`src/rtl/hawk_axird_arb.sv`:
```
// Round-robin AR arbiter for the shared HAWK AXI4 read master.
// Burst owners are kept in an in-order FIFO that steers R beats back to the requester.
module hawk_axird_arb #(
    parameter int NUM_REQ = 3,
    parameter int ADDR_W  = 64,
    parameter int DATA_W  = 512,
    parameter int MAX_OUT = 4
) (
    input  logic                          clk_i,
    input  logic                          rst_ni,
    input  logic [NUM_REQ-1:0]            req_arvalid,
    input  logic [NUM_REQ*ADDR_W-1:0]     req_araddr,
    input  logic [NUM_REQ*8-1:0]          req_arlen,
    output logic [NUM_REQ-1:0]            req_arready,
    output logic [NUM_REQ-1:0]            req_rvalid,
    input  logic [NUM_REQ-1:0]            req_rready,
    output logic [DATA_W-1:0]             req_rdata,
    output logic [1:0]                    req_rresp,
    output logic                          req_rlast,
    output logic                          m_arvalid,
    output logic [ADDR_W-1:0]             m_araddr,
    output logic [7:0]                    m_arlen,
    input  logic                          m_arready,
    input  logic                          m_rvalid,
    input  logic [DATA_W-1:0]             m_rdata,
    input  logic [1:0]                    m_rresp,
    input  logic                          m_rlast,
    output logic                          m_rready,
    output logic [$clog2(MAX_OUT+1)-1:0]  outstanding,
    output logic                          err_unexp_r
);

    localparam int IDX_W = $clog2(NUM_REQ);
    localparam int PTR_W = $clog2(MAX_OUT);
    localparam int CNT_W = $clog2(MAX_OUT+1);

    logic [ADDR_W-1:0] addr_s [NUM_REQ];
    logic [7:0]        len_s  [NUM_REQ];

    logic [IDX_W-1:0]  rr_ptr_r;
    logic [IDX_W-1:0]  winner_s;
    logic [IDX_W-1:0]  rr_next_s;
    logic              found_s;
    logic              full_s;
    logic              grant_s;

    logic              arvalid_r;
    logic [ADDR_W-1:0] araddr_r;
    logic [7:0]        arlen_r;

    logic [IDX_W-1:0]  owner_mem_r [MAX_OUT];
    logic [PTR_W-1:0]  wr_ptr_r;
    logic [PTR_W-1:0]  rd_ptr_r;
    logic [CNT_W-1:0]  count_r;
    logic              err_r;

    logic              fifo_empty_s;
    logic [IDX_W-1:0]  owner_s;
    logic              push_s;
    logic              pop_s;

    for (genvar g = 0; g < NUM_REQ; g++) begin : g_unpack
        assign addr_s[g] = req_araddr[g*ADDR_W +: ADDR_W];
        assign len_s[g]  = req_arlen[g*8 +: 8];
    end

    // First asserted requester at or after the RR pointer, wrapping modulo NUM_REQ.
    always_comb begin : winner_search
        logic [IDX_W:0] cand;
        logic           take;
        winner_s = '0;
        found_s  = 1'b0;
        cand     = '0;
        take     = 1'b0;
        for (int k = 0; k < NUM_REQ; k++) begin
            cand = {1'b0, rr_ptr_r} + (IDX_W+1)'(k);
            if (cand >= (IDX_W+1)'(NUM_REQ)) begin
                cand = cand - (IDX_W+1)'(NUM_REQ);
            end else begin
                cand = cand;
            end
            take     = !found_s && req_arvalid[cand[IDX_W-1:0]];
            winner_s = take ? cand[IDX_W-1:0] : winner_s;
            found_s  = found_s | take;
        end
    end

    // Full check uses registered occupancy, so a same-cycle pop never frees a slot early.
    assign full_s    = (count_r == CNT_W'(MAX_OUT));
    assign grant_s   = rst_ni && !arvalid_r && !full_s && found_s;
    assign rr_next_s = (winner_s == IDX_W'(NUM_REQ-1)) ? '0 : winner_s + IDX_W'(1);

    // One-hot AR accept to the winner in the grant cycle only.
    always_comb begin
        req_arready = '0;
        if (grant_s) begin
            req_arready[winner_s] = 1'b1;
        end else begin
            req_arready = '0;
        end
    end

    assign fifo_empty_s = (count_r == '0);
    assign owner_s      = owner_mem_r[rd_ptr_r];
    assign push_s       = grant_s;
    assign pop_s        = m_rvalid && m_rready && m_rlast;

    // Zero-latency R steering to the FIFO head; nothing is accepted with no burst pending.
    always_comb begin
        req_rvalid = '0;
        m_rready   = 1'b0;
        if (!fifo_empty_s) begin
            req_rvalid[owner_s] = m_rvalid;
            m_rready            = req_rready[owner_s];
        end else begin
            req_rvalid = '0;
            m_rready   = 1'b0;
        end
    end

    assign req_rdata = m_rdata;
    assign req_rresp = m_rresp;
    assign req_rlast = m_rlast;

    // AR slot: loads on grant, drains on handshake, otherwise holds.
    always_ff @(posedge clk_i or negedge rst_ni) begin
        if (!rst_ni) begin
            arvalid_r <= 1'b0;
            araddr_r  <= '0;
            arlen_r   <= 8'd0;
        end else if (grant_s) begin
            arvalid_r <= 1'b1;
            araddr_r  <= addr_s[winner_s];
            arlen_r   <= len_s[winner_s];
        end else if (arvalid_r && m_arready) begin
            arvalid_r <= 1'b0;
        end else begin
            arvalid_r <= arvalid_r;
        end
    end

    // Round-robin pointer advances past each winner.
    always_ff @(posedge clk_i or negedge rst_ni) begin
        if (!rst_ni) begin
            rr_ptr_r <= '0;
        end else if (grant_s) begin
            rr_ptr_r <= rr_next_s;
        end else begin
            rr_ptr_r <= rr_ptr_r;
        end
    end

    // Owner FIFO storage and pointers.
    always_ff @(posedge clk_i or negedge rst_ni) begin
        if (!rst_ni) begin
            for (int i = 0; i < MAX_OUT; i++) begin
                owner_mem_r[i] <= '0;
            end
            wr_ptr_r <= '0;
            rd_ptr_r <= '0;
        end else begin
            if (push_s) begin
                owner_mem_r[wr_ptr_r] <= winner_s;
                wr_ptr_r              <= wr_ptr_r + PTR_W'(1);
            end else begin
                wr_ptr_r <= wr_ptr_r;
            end
            if (pop_s) begin
                rd_ptr_r <= rd_ptr_r + PTR_W'(1);
            end else begin
                rd_ptr_r <= rd_ptr_r;
            end
        end
    end

    // Occupancy counter; simultaneous push and pop cancel out.
    always_ff @(posedge clk_i or negedge rst_ni) begin
        if (!rst_ni) begin
            count_r <= '0;
        end else begin
            case ({push_s, pop_s})
                2'b10:   count_r <= count_r + CNT_W'(1);
                2'b01:   count_r <= count_r - CNT_W'(1);
                default: count_r <= count_r;
            endcase
        end
    end

    // Sticky flag for R beats arriving with no burst outstanding.
    always_ff @(posedge clk_i or negedge rst_ni) begin
        if (!rst_ni) begin
            err_r <= 1'b0;
        end else if (m_rvalid && fifo_empty_s) begin
            err_r <= 1'b1;
        end else begin
            err_r <= err_r;
        end
    end

    assign m_arvalid   = arvalid_r;
    assign m_araddr    = araddr_r;
    assign m_arlen     = arlen_r;
    assign outstanding = count_r;
    assign err_unexp_r = err_r;

endmodule

```
`config.mk`:
```
export PLATFORM = sky130hd
export DESIGN_NAME = hawk_axird_arb
export DESIGN_NICKNAME = d
export VERILOG_FILES = /design/src/rtl/hawk_axird_arb.sv
export SDC_FILE = /design/constraint.sdc
export NUM_CORES = 1
export LEC_CHECK = 0
export BUFFER_PORTS_ARGS = -buffer_cell sky130_fd_sc_hd__buf_2
export CAP_MARGIN = 20
export CORE_AREA = 3 3 523 525
export CTS_BUF_LIST = sky130_fd_sc_hd__clkbuf_4 sky130_fd_sc_hd__clkbuf_8 sky130_fd_sc_hd__clkbuf_16
export DETAILED_ROUTE_END_ITERATION = 12
export DIE_AREA = 0 0 526 528
export MAX_ROUTING_LAYER = met4
export REMOVE_ABC_BUFFERS = 1
export SETUP_SLACK_MARGIN = 0.05
export SLEW_MARGIN = 20
export SYNTH_ARGS = -nofsm -noshare
export SYNTH_HDL_FRONTEND = slang
export SYNTH_SLANG_ARGS = --single-unit
export TNS_END_PERCENT = 30
```
`constraint.sdc`:
```
create_clock -name clk_i -period 3.7 [get_ports clk_i]
set_clock_uncertainty 0.05 [all_clocks]
set_input_delay 0.185 -clock clk_i [delete_from_list [all_inputs] [get_ports clk_i]]
set_output_delay 0.185 -clock clk_i [all_outputs]
set_load 0.005 [all_outputs]
```
# Yosys cells after proc, flatten, opt, wreduce, memory -nomap -nowiden

Index checks and enable logic that the tools add are counted.

Add/subtract/negate cells: 10
$lt $le $gt $ge: 14
Equal/unequal tests: 4
Multiplexer cells: 37
Bitwise gates (word level): 6
Reduce and logical (&&, ||, !) cells: 19

Operator list:

| kind                                                        | number |
|---|---|
| binary-select mux 64 bit (select 2 bit)                     | 1 |
| 2-to-1 mux 64 bit                                           | 2 |
| 2-to-1 mux 2 bit                                            | 10 |
| binary-select mux 8 bit (select 2 bit)                      | 1 |
| 2-to-1 mux 8 bit                                            | 2 |
| less-than comparator 2 x 3 -> 1 bit (second input constant) | 5 |
| logical AND 1 bit                                           | 12 |
| >= comparator 3 bit (second input constant)                 | 3 |
| 2-to-1 mux 1 bit                                            | 9 |
| NOT 2 -> 3 bit                                              | 3 |
| binary-select mux 1 bit (select 2 bit)                      | 4 |
| bitwise mux 8 bit                                           | 1 |
| adder 2 x 1 -> 2 bit (second input constant)                | 3 |
| >= comparator 3 x 2 -> 1 bit (second input constant)        | 2 |
| 2-to-1 mux 3 bit                                            | 2 |
| case mux 3 bit (2 select lines)                             | 1 |
| subtractor 2 bit (second input constant)                    | 3 |
| binary-select mux 2 bit (select 2 bit)                      | 1 |
| demux 1 bit (select 2 bit)                                  | 2 |
| demux 2 bit (select 2 bit)                                  | 1 |
| == test 2 bit (second input constant)                       | 2 |
| >= comparator 2 x 1 -> 1 bit (second input constant)        | 2 |
| logical NOT 1 bit                                           | 4 |
| nonzero test 2 bit                                          | 2 |
| other kinds (11)                                            | 12 |

Register bits after elaboration: 91
Input bits: 741
Output and inout port bits: 599
Word-level logic and storage cells: 102

# Depth between registers and ports, before layout

Gate-level depths: netlist of run 1.

Word-level depth: 15
Gate-level depth with buffers: 15
Depth with buffers taken out: 12

# Worst setup path before layout of run 1

Ideal clock, no wire load.

Path kind: reg2reg
From: register rr_ptr_r[0]
To: register count_r[2], in the netlist outstanding[2]
Library setup time: 80 ps
Arrival time: 3240 ps
Data required time: 3570 ps
Path slack: 330 ps
Cell stages (with the launch flop): 16
Buffers on the path: 3
Clock period less this slack: 3370 ps
Cell sequence: dfrtp_1 inv_1 ha_1 buf_2 mux2_4 a222oi_1 a21oi_2 inv_2 buf_2 buf_2 ha_1 inv_1 fa_1 xor2_1 nor2_1 xnor2_1

Word-level cells in the longest chain between the ends: 13
Elaborated cells on any way between the ends: 28
Those cells by class: add/sub (5); order compare (3); eq/ne (2); mux (10); bitwise (2); reduce/logical (6)

RTL lines:

| what                                                                        | line   | text |
|---|---|---|
| start: declaration                                                          | 40     | `logic [IDX_W-1:0] rr_ptr_r;` |
| start signal: assignment                                                    | 147    | `rr_ptr_r <= rr_next_s;` |
| start signal: assignment                                                    | 149    | `rr_ptr_r <= rr_ptr_r;` |
| adder 2 x 1 -> 3 bit (tied with other cells)                                | 76     | `cand = {1'b0, rr_ptr_r} + (IDX_W+1)'(k);` |
| >= comparator 3 x 2 -> 1 bit (tied with other cells)                        | 77     | `if (cand >= (IDX_W+1)'(NUM_REQ)) begin` |
| 2-to-1 mux 2 bit or binary-select mux 1 bit (select 2 bit) (tied branches)  | 77, 82 |  |
| binary-select mux 1 bit (select 2 bit) or 2-to-1 mux 1 bit (tied branches)  | 82     | `take = !found_s && req_arvalid[cand[IDX_W-1:0]];` |
| 2-to-1 mux 1 bit (not written as such) or logical NOT 1 bit (tied branches) | 82     |  |
| logical AND 1 bit                                                           | 82     |  |
| bitwise OR 1 bit                                                            | 84     | `found_s = found_s \| take;` |
| logical NOT 1 bit                                                           | 82     |  |
| logical AND 1 bit                                                           | 82     |  |
| bitwise OR 1 bit (*)                                                        | 84     |  |
| logical AND 1 bit (*)                                                       | 90     | `assign grant_s = rst_ni && !arvalid_r && !full_s && found_s;` |
| == test 2 x 1 -> 1 bit or == test 2 bit (tied branches)                     | 181    | `case ({push_s, pop_s})` |
| case mux 3 bit (2 select lines) or nonzero test 2 bit (tied branches)       | -      |  |
| end signal: assignment                                                      | 182    | `2'b10: count_r <= count_r + CNT_W'(1);` |
| end signal: assignment                                                      | 183    | `2'b01: count_r <= count_r - CNT_W'(1);` |
| end signal: assignment                                                      | 184    | `default: count_r <= count_r;` |
| end: declaration                                                            | 54     | `logic [CNT_W-1:0] count_r;` |

Every way passes the cells marked *; elsewhere a longest branch is shown, timed or not. The select of a mux whose other input is x is not followed.
A chain may end at the register's enable or synchronous reset.

# Final worst setup path of run 1

From: register rr_ptr_r[0]
To: output port req_arready[0]

Word-level cells in the longest chain between the ends: 15
Elaborated cells on any way between the ends: 33
Those cells by class: add/sub (5); order compare (5); mux (15); bitwise (2); reduce/logical (6)

RTL lines:

| what                                                                                                      | line   | text |
|---|---|---|
| adder 2 x 1 -> 3 bit (tied with other cells)                                                              | 76     |  |
| >= comparator 3 x 2 -> 1 bit (tied with other cells)                                                      | 77     |  |
| 2-to-1 mux 2 bit or binary-select mux 1 bit (select 2 bit) (tied branches)                                | 77, 82 |  |
| binary-select mux 1 bit (select 2 bit) or 2-to-1 mux 1 bit (tied branches)                                | 82     |  |
| 2-to-1 mux 1 bit (not written as such) or logical NOT 1 bit (tied branches)                               | 82     |  |
| logical AND 1 bit                                                                                         | 82     |  |
| bitwise OR 1 bit                                                                                          | 84     |  |
| logical NOT 1 bit                                                                                         | 82     |  |
| logical AND 1 bit                                                                                         | 82     |  |
| 2-to-1 mux 2 bit                                                                                          | 83     | `winner_s = take ? cand[IDX_W-1:0] : winner_s;` |
| less-than comparator 2 x 3 -> 1 bit (not written as such) or >= comparator 2 x 1 -> 1 bit (tied branches) | 97     | `req_arready[winner_s] = 1'b1;` |
| logical AND 1 bit (not written as such)                                                                   | 97     |  |
| 2-to-1 mux 1 bit (not written as such)                                                                    | 97     |  |
| demux 1 bit (select 2 bit)                                                                                | 97     |  |
| 2-to-1 mux 3 bit (*)                                                                                      | 96     | `if (grant_s) begin` |
| end: declaration                                                                                          | 14     | `output logic [NUM_REQ-1:0] req_arready,` |

Marked as above.

==> results of run 1 <==
## metrics by stage
step	utilization [%]	worst slack, ns
global route	4.710	0.02304
global placement	4.360	0.2577
CTS	4.676	0.1045
detailed placement	4.360	0.2931
floorplan	-	-4.520
finish	4.712	0.2072
## worst max-delay path by stage
stage,from,to,depth (start not counted)
2_1_floorplan,rr_ptr_r[1]$_DFFE_PN0P_,m_araddr[0]$_DFFE_PN0P_,7
3_3_place_gp,rr_ptr_r[0]$_DFFE_PN0P_,outstanding[2]$_DFFE_PN0P_,13
3_5_place_dp,rr_ptr_r[0]$_DFFE_PN0P_,outstanding[2]$_DFFE_PN0P_,13
4_1_cts,rr_ptr_r[1]$_DFFE_PN0P_,req_arready[1],9
5_1_grt,rr_ptr_r[0]$_DFFE_PN0P_,outstanding[2]$_DFFE_PN0P_,13
6_report,rr_ptr_r[0]$_DFFE_PN0P_,req_arready[0],10
## routing by layer
metal	global-route usage (%)	wire (um)
met3	43.47	131000
met1	5.409	29190
met4	8.968	17000
met2	46.96	189200
met5	-	0
## cells in the mapped netlist (2+ instances only)
| cell type | count |
|---|---|
| nand2b_1 | 2 |
| o21ai_1 | 6 |
| inv_2 | 2 |
| nand2_1 | 82 |
| mux2i_1 | 3 |
| xor2_1 | 2 |
| and2_1 | 74 |
| ha_1 | 8 |
| buf_4 | 515 |
| buf_6 | 7 |
| mux2_2 | 10 |
| o221ai_1 | 37 |
| clkbuf_1 | 31 |
| xnor2_1 | 4 |
| o221ai_2 | 36 |
| nor2b_1 | 3 |
| a32oi_1 | 73 |
| inv_1 | 84 |
| nor3_1 | 3 |
| o21ai_0 | 2 |
| nor3b_1 | 2 |
| buf_2 | 16 |
| nor2_1 | 2 |
| nand3b_1 | 2 |
| dfrtp_1 | 91 |
| and3_1 | 2 |
| nand3_1 | 2 |
| buf_1 | 4 |
| mux4_2 | 2 |
## flip-flops by register name, indices dropped and copies added (netlist names)
register / flops
outstanding: 3
rd_ptr_r: 2
rr_ptr_r: 2
owner_mem_r: 8
m_araddr: 64
wr_ptr_r: 2
err_unexp_r: 1
m_arvalid: 1
m_arlen: 8
## cells by family (layout without fill, tap and decap cells)
family / count (synthesis) / after routing / share of synthesized area [%]
adder cells (fa/ha/maj): 9 / 9 / 1.243
AO/OA/AOI/OAI: 164 / 164 / 16.84
AND/OR/NAND/NOR: 176 / 176 / 9.256
multiplexers: 17 / 17 / 2.214
flip-flops: 91 / 91 / 23.56
XOR/XNOR: 6 / 6 / 0.5437
other: 0 / 29 / 0
buffers and inverters: 659 / 482 / 46.34
## worst reg2reg max path, delay by kind of cell, from the launching register on
family	cells	cell delay, ns
compound gates	3	1.09
buf+inv	4	0.79
fa+ha+maj	1	0.55
flops	1	0.39
mux	1	0.38
## timing repair
item / 4_1_cts / 5_1_grt
pin swaps: 0 / 1
hold endpoints to repair: 57 / 0
gates cloned: 0 / 1
hold buffers: 53 / 0
endpoints found under the setup margin: 1 / 3
setup buffers: 1 / 1
gates resized for setup: 0 / 1
## power breakdown
part           internal [mW]  switching (mW)
sequential              1.49           0.331
combinational           1.81            3.89
clock                  0.493           0.622
## final cells by class
cell class	instances	area share [%]
Tap cell	3570	35.13
Multi-Input combinational cell	372	23.37
Timing Repair Buffer	380	17.94
Sequential cell	91	17.91
Inverter	86	2.578
Clock buffer	9	1.771
Clock inverter	7	0.7184
Antenna cell	29	0.5708
==> impl_metrics.csv, run 1 <==
group,metric,value,unit
critical_path,cp.required,3.46,ns
critical_path,crit_path_top_delay_cell,"ha_1",
hold_path,min_to,"m_araddr[54]$_DFFE_PN0P_",
sta,fmax,0.2863,GHz
die,start_util,3.582,%
finish,fin_area,12710,sq um
sta,hold_ws,0.04507,ns
sta,hold_viol,0,
global_routing,grt_use_total,26.14,%
critical_path,r2r_end,"m_araddr[63]$_DFFE_PN0P_",
synthesis,ys_seq_area_share,23.56,%
clock_network,cts_max_level,3,
critical_path,reg2reg_slack,0.24,ns
die,fp.dieH,528,um
sta,setup_viol,0,
synthesis,synthArstFlopShare,100.0,%
die,die_w,526,um
sta,slew_headroom,28.86,%
critical_path,start_kind,"flop",
global_routing,grt.overflow.total,0,
finish,fin_nets,1690,
synthesis,synth_edf_count,0,
critical_path,crit_family,"compound AO/OA/AOI/OAI gates",
critical_path,arrival,3.26,ns
finish,nFillCells,31851,
critical_path,crit_top_cell,"buf_4",
pwr,power,8.639,mW
finish,layout_commonest_cell,"buf_2",
finish,stdcell_count,4544,
synthesis,yosysWarnings,0,
placement,hpwl,354200,um
global_routing,grt_pass1_vias,7460,
status,status,"completed",
clock_network,clk_latency,0.43,ns
sta,period_share,94.40,%
sta,setup_tns,0,ns
drt,ant_nets,0,
synthesis,synth_top_flop_cell,"dfrtp_1",
clock_network,cts_tree,"yes",
pwr,total_leakage_power,4.190,nW
clock_network,cts_buffers,9,
synthesis,syn_avg_cell_area,8.615,sq um
critical_path,cpPeakStageDelay,0.55,ns
critical_path,cp-end-kind,"primary output",
die,die_area,277700,sq um
critical_path,r2r_start,"rr_ptr_r[0]$_DFFE_PN0P_",
drt,vias_per_cell,2.230,
drt,drc,0,
clock_network,clock_path_buffers,2,
global_routing,grt_first_pass_wirelength,384300,um
clock_network,cts_sinks,91,
critical_path,worstPathCellList,"inv_1 > ha_1 > mux2_1 > a222oi_1 > buf_4 > o31ai_4 > a221o_4 > buf_4 > inv_2 > buf_2",
placement,numPortBuffers,311,
synthesis,synth_top_area_cell,"buf_4",
critical_path,crit_type,"flop to primary output",
flow_run,drv_cap,0,
global_routing,grt_max_degree,128,
sta,maxSlewViolCount,0,
die,num_io_pins,1340,
critical_path,reg2reg_depth,9,
synthesis,syn_area,9666,sq um
clock_network,cts_root_buf,"clkbuf_16",
sta,rsz0062_at_grt,"yes",
finish,final_cell_mix,"buf_2 (310), dfrtp_1 (91), inv_1 (84)",
synthesis,netlist_instances,1122,
pwr,powerDensity,679.5,nW/um^2
synthesis,synthDistinctLibCells,44,
die,coreArea,269800,sq um
die,fp-row-count,191,
critical_path,critical_path.max_fanout,11,
drt,routedWlPerCell,80.64,um
drt,wl,366400,um
pwr,max-vdd-ir-drop,0.6184,mV
critical_path,path_buf_inv,5,
placement,dpl_cell_area,11760,sq um
sta,worst_pin_slew,1.067,ns
placement,place_inst,4443,
finish,drive_above_1_share,42.33,%
drt,drt_first_iter_violations,1111,
finish,multiInputGateArea,2972,sq um
placement,gp_congestion,1.402,
synthesis,synth_area_leaders,"buf_4 (40%), dfrtp_1 (24%), a32oi_1 (6.6%)",
global_routing,antenna_found_initial,50,
drt,via_count,10131,
hold_path,min-delay-start,"req_araddr[54]",
finish,syn_to_final_growth,31.53,%
sta,layout_min_cycle_time,3.493,ns
finish,regArea,2277,sq um
synthesis,ys_ff_latch,91,
clock_network,clk_pin_slew,0.11,ns
hold_path,holdPathStages,3,
drt,drt_pre_antenna_iters,5,
synthesis,yosys.area.top_type_share,40.00,%
hold_path,hold_path_class,"primary input to flop",
(Power assumes the default switching activity.)
==> run 2: changes to the inputs <==
Settings changed: ABC_AREA from default to 1, CORE_AREA 3 3 523 525 to 3 3 520 522, DIE_AREA 0 0 526 528 to 0 0 523 525.
==> impl_metrics.csv, run 2 <==
group,metric,value,unit
critical_path,start_kind,"flop",
sta,hold_viol,21,
pwr,powerDensity,695.3,nW/um^2
finish,final_cell_mix,"buf_2 (310), nand2_1 (270), nand3_1 (161)",
clock_network,cts_sinks,91,
sta,hold_ws,-0.01480,ns
sta,worst_pin_slew,0.7229,ns
drt,vias_per_cell,2.327,
die,fp.dieH,525,um
sta,fmax,0.2898,GHz
drt,drc,0,
placement,dpl_cell_area,11510,sq um
drt,wl,370200,um
sta,rsz0062_at_grt,"no",
status,status,"finished with violations",
global_routing,grt_first_pass_wirelength,390100,um
sta,maxSlewViolCount,0,
clock_network,cts_root_buf,"clkbuf_16",
finish,drive_above_1_share,29.56,%
critical_path,cp.required,3.98,ns
synthesis,yosys.area.top_type_share,42.09,%
die,fp-row-count,189,
synthesis,synth_area_leaders,"buf_4 (42%), dfrtp_1 (24%), nand2_1 (11%)",
critical_path,arrival,3.73,ns
synthesis,synth_edf_count,0,
finish,largest_reg_flops,64,
synthesis,synth_top_area_cell,"buf_4",
synthesis,syn_avg_cell_area,7.224,sq um
finish,fin_area,13160,sq um
clock_network,cts_tree,"yes",
global_routing,antenna_found_initial,91,
critical_path,crit_path_top_delay_cell,"dlygate4sd3_1",
flow_run,drv_cap,0,
sta,slew_headroom,51.81,%
finish,syn_to_final_growth,37.92,%
status,violations,"negative hold slack",
die,die_w,523,um
sta,setup_tns,0,ns
finish,fin_nets,1956,
die,die_area,274600,sq um
clock_network,clk_latency,0.40,ns
clock_network,cts_max_level,3,
finish,final_core_utilization,4.956,%
drt,via_count,11152,
synthesis,synth.most_common_cell,"buf_4",
placement,hpwl,359900,um
drt,routedWlPerCell,77.23,um
synthesis,ys_ff_latch,91,
drt,ant_nets,0,
sta,period_share,93.25,%
clock_network,clock_path_buffers,2,
critical_path,crit_family,"simple AND/OR/NAND/NOR gates",
synthesis,synthDistinctLibCells,30,
pwr,total_leakage_power,4.856,nW
global_routing,grt_use_total,26.76,%
critical_path,path_buf_inv,4,
critical_path,reg2reg_slack,0.25,ns
drt,drt_pre_antenna_iters,5,
hold_path,hold_path_class,"primary input to async pin",
critical_path,crit_type,"flop to flop",
synthesis,synth_common_cells,"buf_4 (535), nand2_1 (271), nand3_1 (161)",
global_routing,grt.overflow.total,0,
die,num_io_pins,1340,
pwr,max-vdd-ir-drop,0.5661,mV
drt,drt_first_iter_violations,1301,
sta,layout_min_cycle_time,3.450,ns
finish,layout_commonest_cell,"buf_2",
critical_path,worstPathCellList,"inv_1 > ha_1 > inv_2 > nand2_1 > nand3_1 > nand2_2 > nand3_2 > nand3_2 > nand2_4 > nor2_4 > buf_6 > nand2_1 > nand3_1 > dlygate4sd3_1",
global_routing,grt_max_degree,74,
die,start_util,3.593,%
synthesis,synth_top_flop_cell,"dfrtp_1",
critical_path,critical_path.max_fanout,48,
critical_path,cp-end-kind,"flop",
clock_network,clk_pin_slew,0.09,ns
synthesis,yosysWarnings,0,
synthesis,syn_area,9543,sq um
placement,gp_congestion,1.469,
synthesis,netlist_instances,1321,
sta,setup_viol,0,
critical_path,cpPeakStageDelay,0.58,ns
synthesis,synthArstFlopShare,100.0,%
die,coreArea,265600,sq um
global_routing,grt_pass1_vias,8234,
placement,numPortBuffers,311,
synthesis,ys_seq_area_share,23.86,%
clock_network,cts_buffers,9,
==> run 2: final timing paths <==
check,startpoint,to,cells after the start
worst max-delay path,rr_ptr_r[0]$_DFFE_PN0P_,m_araddr[14]$_DFFE_PN0P_,14
worst min-delay path,rst_ni,m_arlen[5]$_DFFE_PN0P_,2
worst max register to register,rr_ptr_r[0]$_DFFE_PN0P_,m_araddr[14]$_DFFE_PN0P_,14
worst min register to register,owner_mem_r[7]$_DFFE_PN0P_,owner_mem_r[7]$_DFFE_PN0P_,2
max in group asynchronous,rst_ni,err_unexp_r$_DFFE_PN0P_,3
min in group clk_i,req_araddr[89],m_araddr[25]$_DFFE_PN0P_,3
==> run 2: metrics by stage <==
stage               instances  hold WS [ns]  setup slack (ns)  power [mW]
finish                   4793      -0.01480            0.2498       9.151
global route             4787       0.02557           0.07508       9.780
CTS                      4744     0.0006055            0.1920       9.295
detailed placement       4607        0.3279            0.7644       7.307
global placement         4607        0.3279            0.7610       7.277
floorplan                 750       -0.1606            0.1709       4.302
==> run 2: where the power goes <==
part / switching [mW] / total, mW / internal [mW] / leakage, nW
Combinational: 4.04 / 6.25 / 2.21 / 3.57
Sequential: 0.297 / 1.80 / 1.50 / 1.13
Clock: 0.539 / 1.10 / 0.562 / 0.152
==> run 2: worst reg2reg max path: cells and delay by family, from the launching register on <==
| kind | cells | cell delay [ns] |
|---|---|---|
| and+or+nand+nor | 9 | 1.33 |
| buffers and inverters | 4 | 1.17 |
| adders and majority gates | 1 | 0.44 |
| DFF | 1 | 0.40 |
==> run 2: timing repair <==
item,4_1_cts,5_1_grt
resized for setup,0,1
endpoints found under the setup margin,0,40
endpoints found under the hold margin,69,0
setup buffers,0,0
hold buffers,121,0
==> run 2: area by class of cell <==
type	instances	area (sq um)
fillers	31427	252400
well taps	3533	4420
repair buffers	445	2934
multi-input cells	564	2733
flip-flops and latches	91	2277
inverters	95	361.6
clock buffers	11	246.5
diodes	49	122.6
clock inverters	5	66.31
==> run 2: kinds of logic (layout without fill, tap and decap cells) <==
| group | after synthesis | count (layout) | synth area share, % |
|---|---|---|---|
| buffers and inverters | 666 | 556 | 47.63 |
| other | 0 | 49 | 0 |
| AND/OR/NAND/NOR | 527 | 527 | 25.50 |
| XOR/XNOR | 4 | 4 | 0.3672 |
| AO/OA/AOI/OAI | 24 | 24 | 1.377 |
| flip-flops | 91 | 91 | 23.86 |
| adder cells (fa/ha/maj) | 9 | 9 | 1.259 |
==> run 2: layer usage <==
layer  wire, um  track usage (%)  part of all wire, %  up-vias
li1           -                -                    -     3514
met2     198300            49.58                   54     2822
met1      28070            5.268                  7.6     4649
met5          0                -                    0        -
met3     134000            44.87                   36      167
met4       9806            5.635                  2.6        0
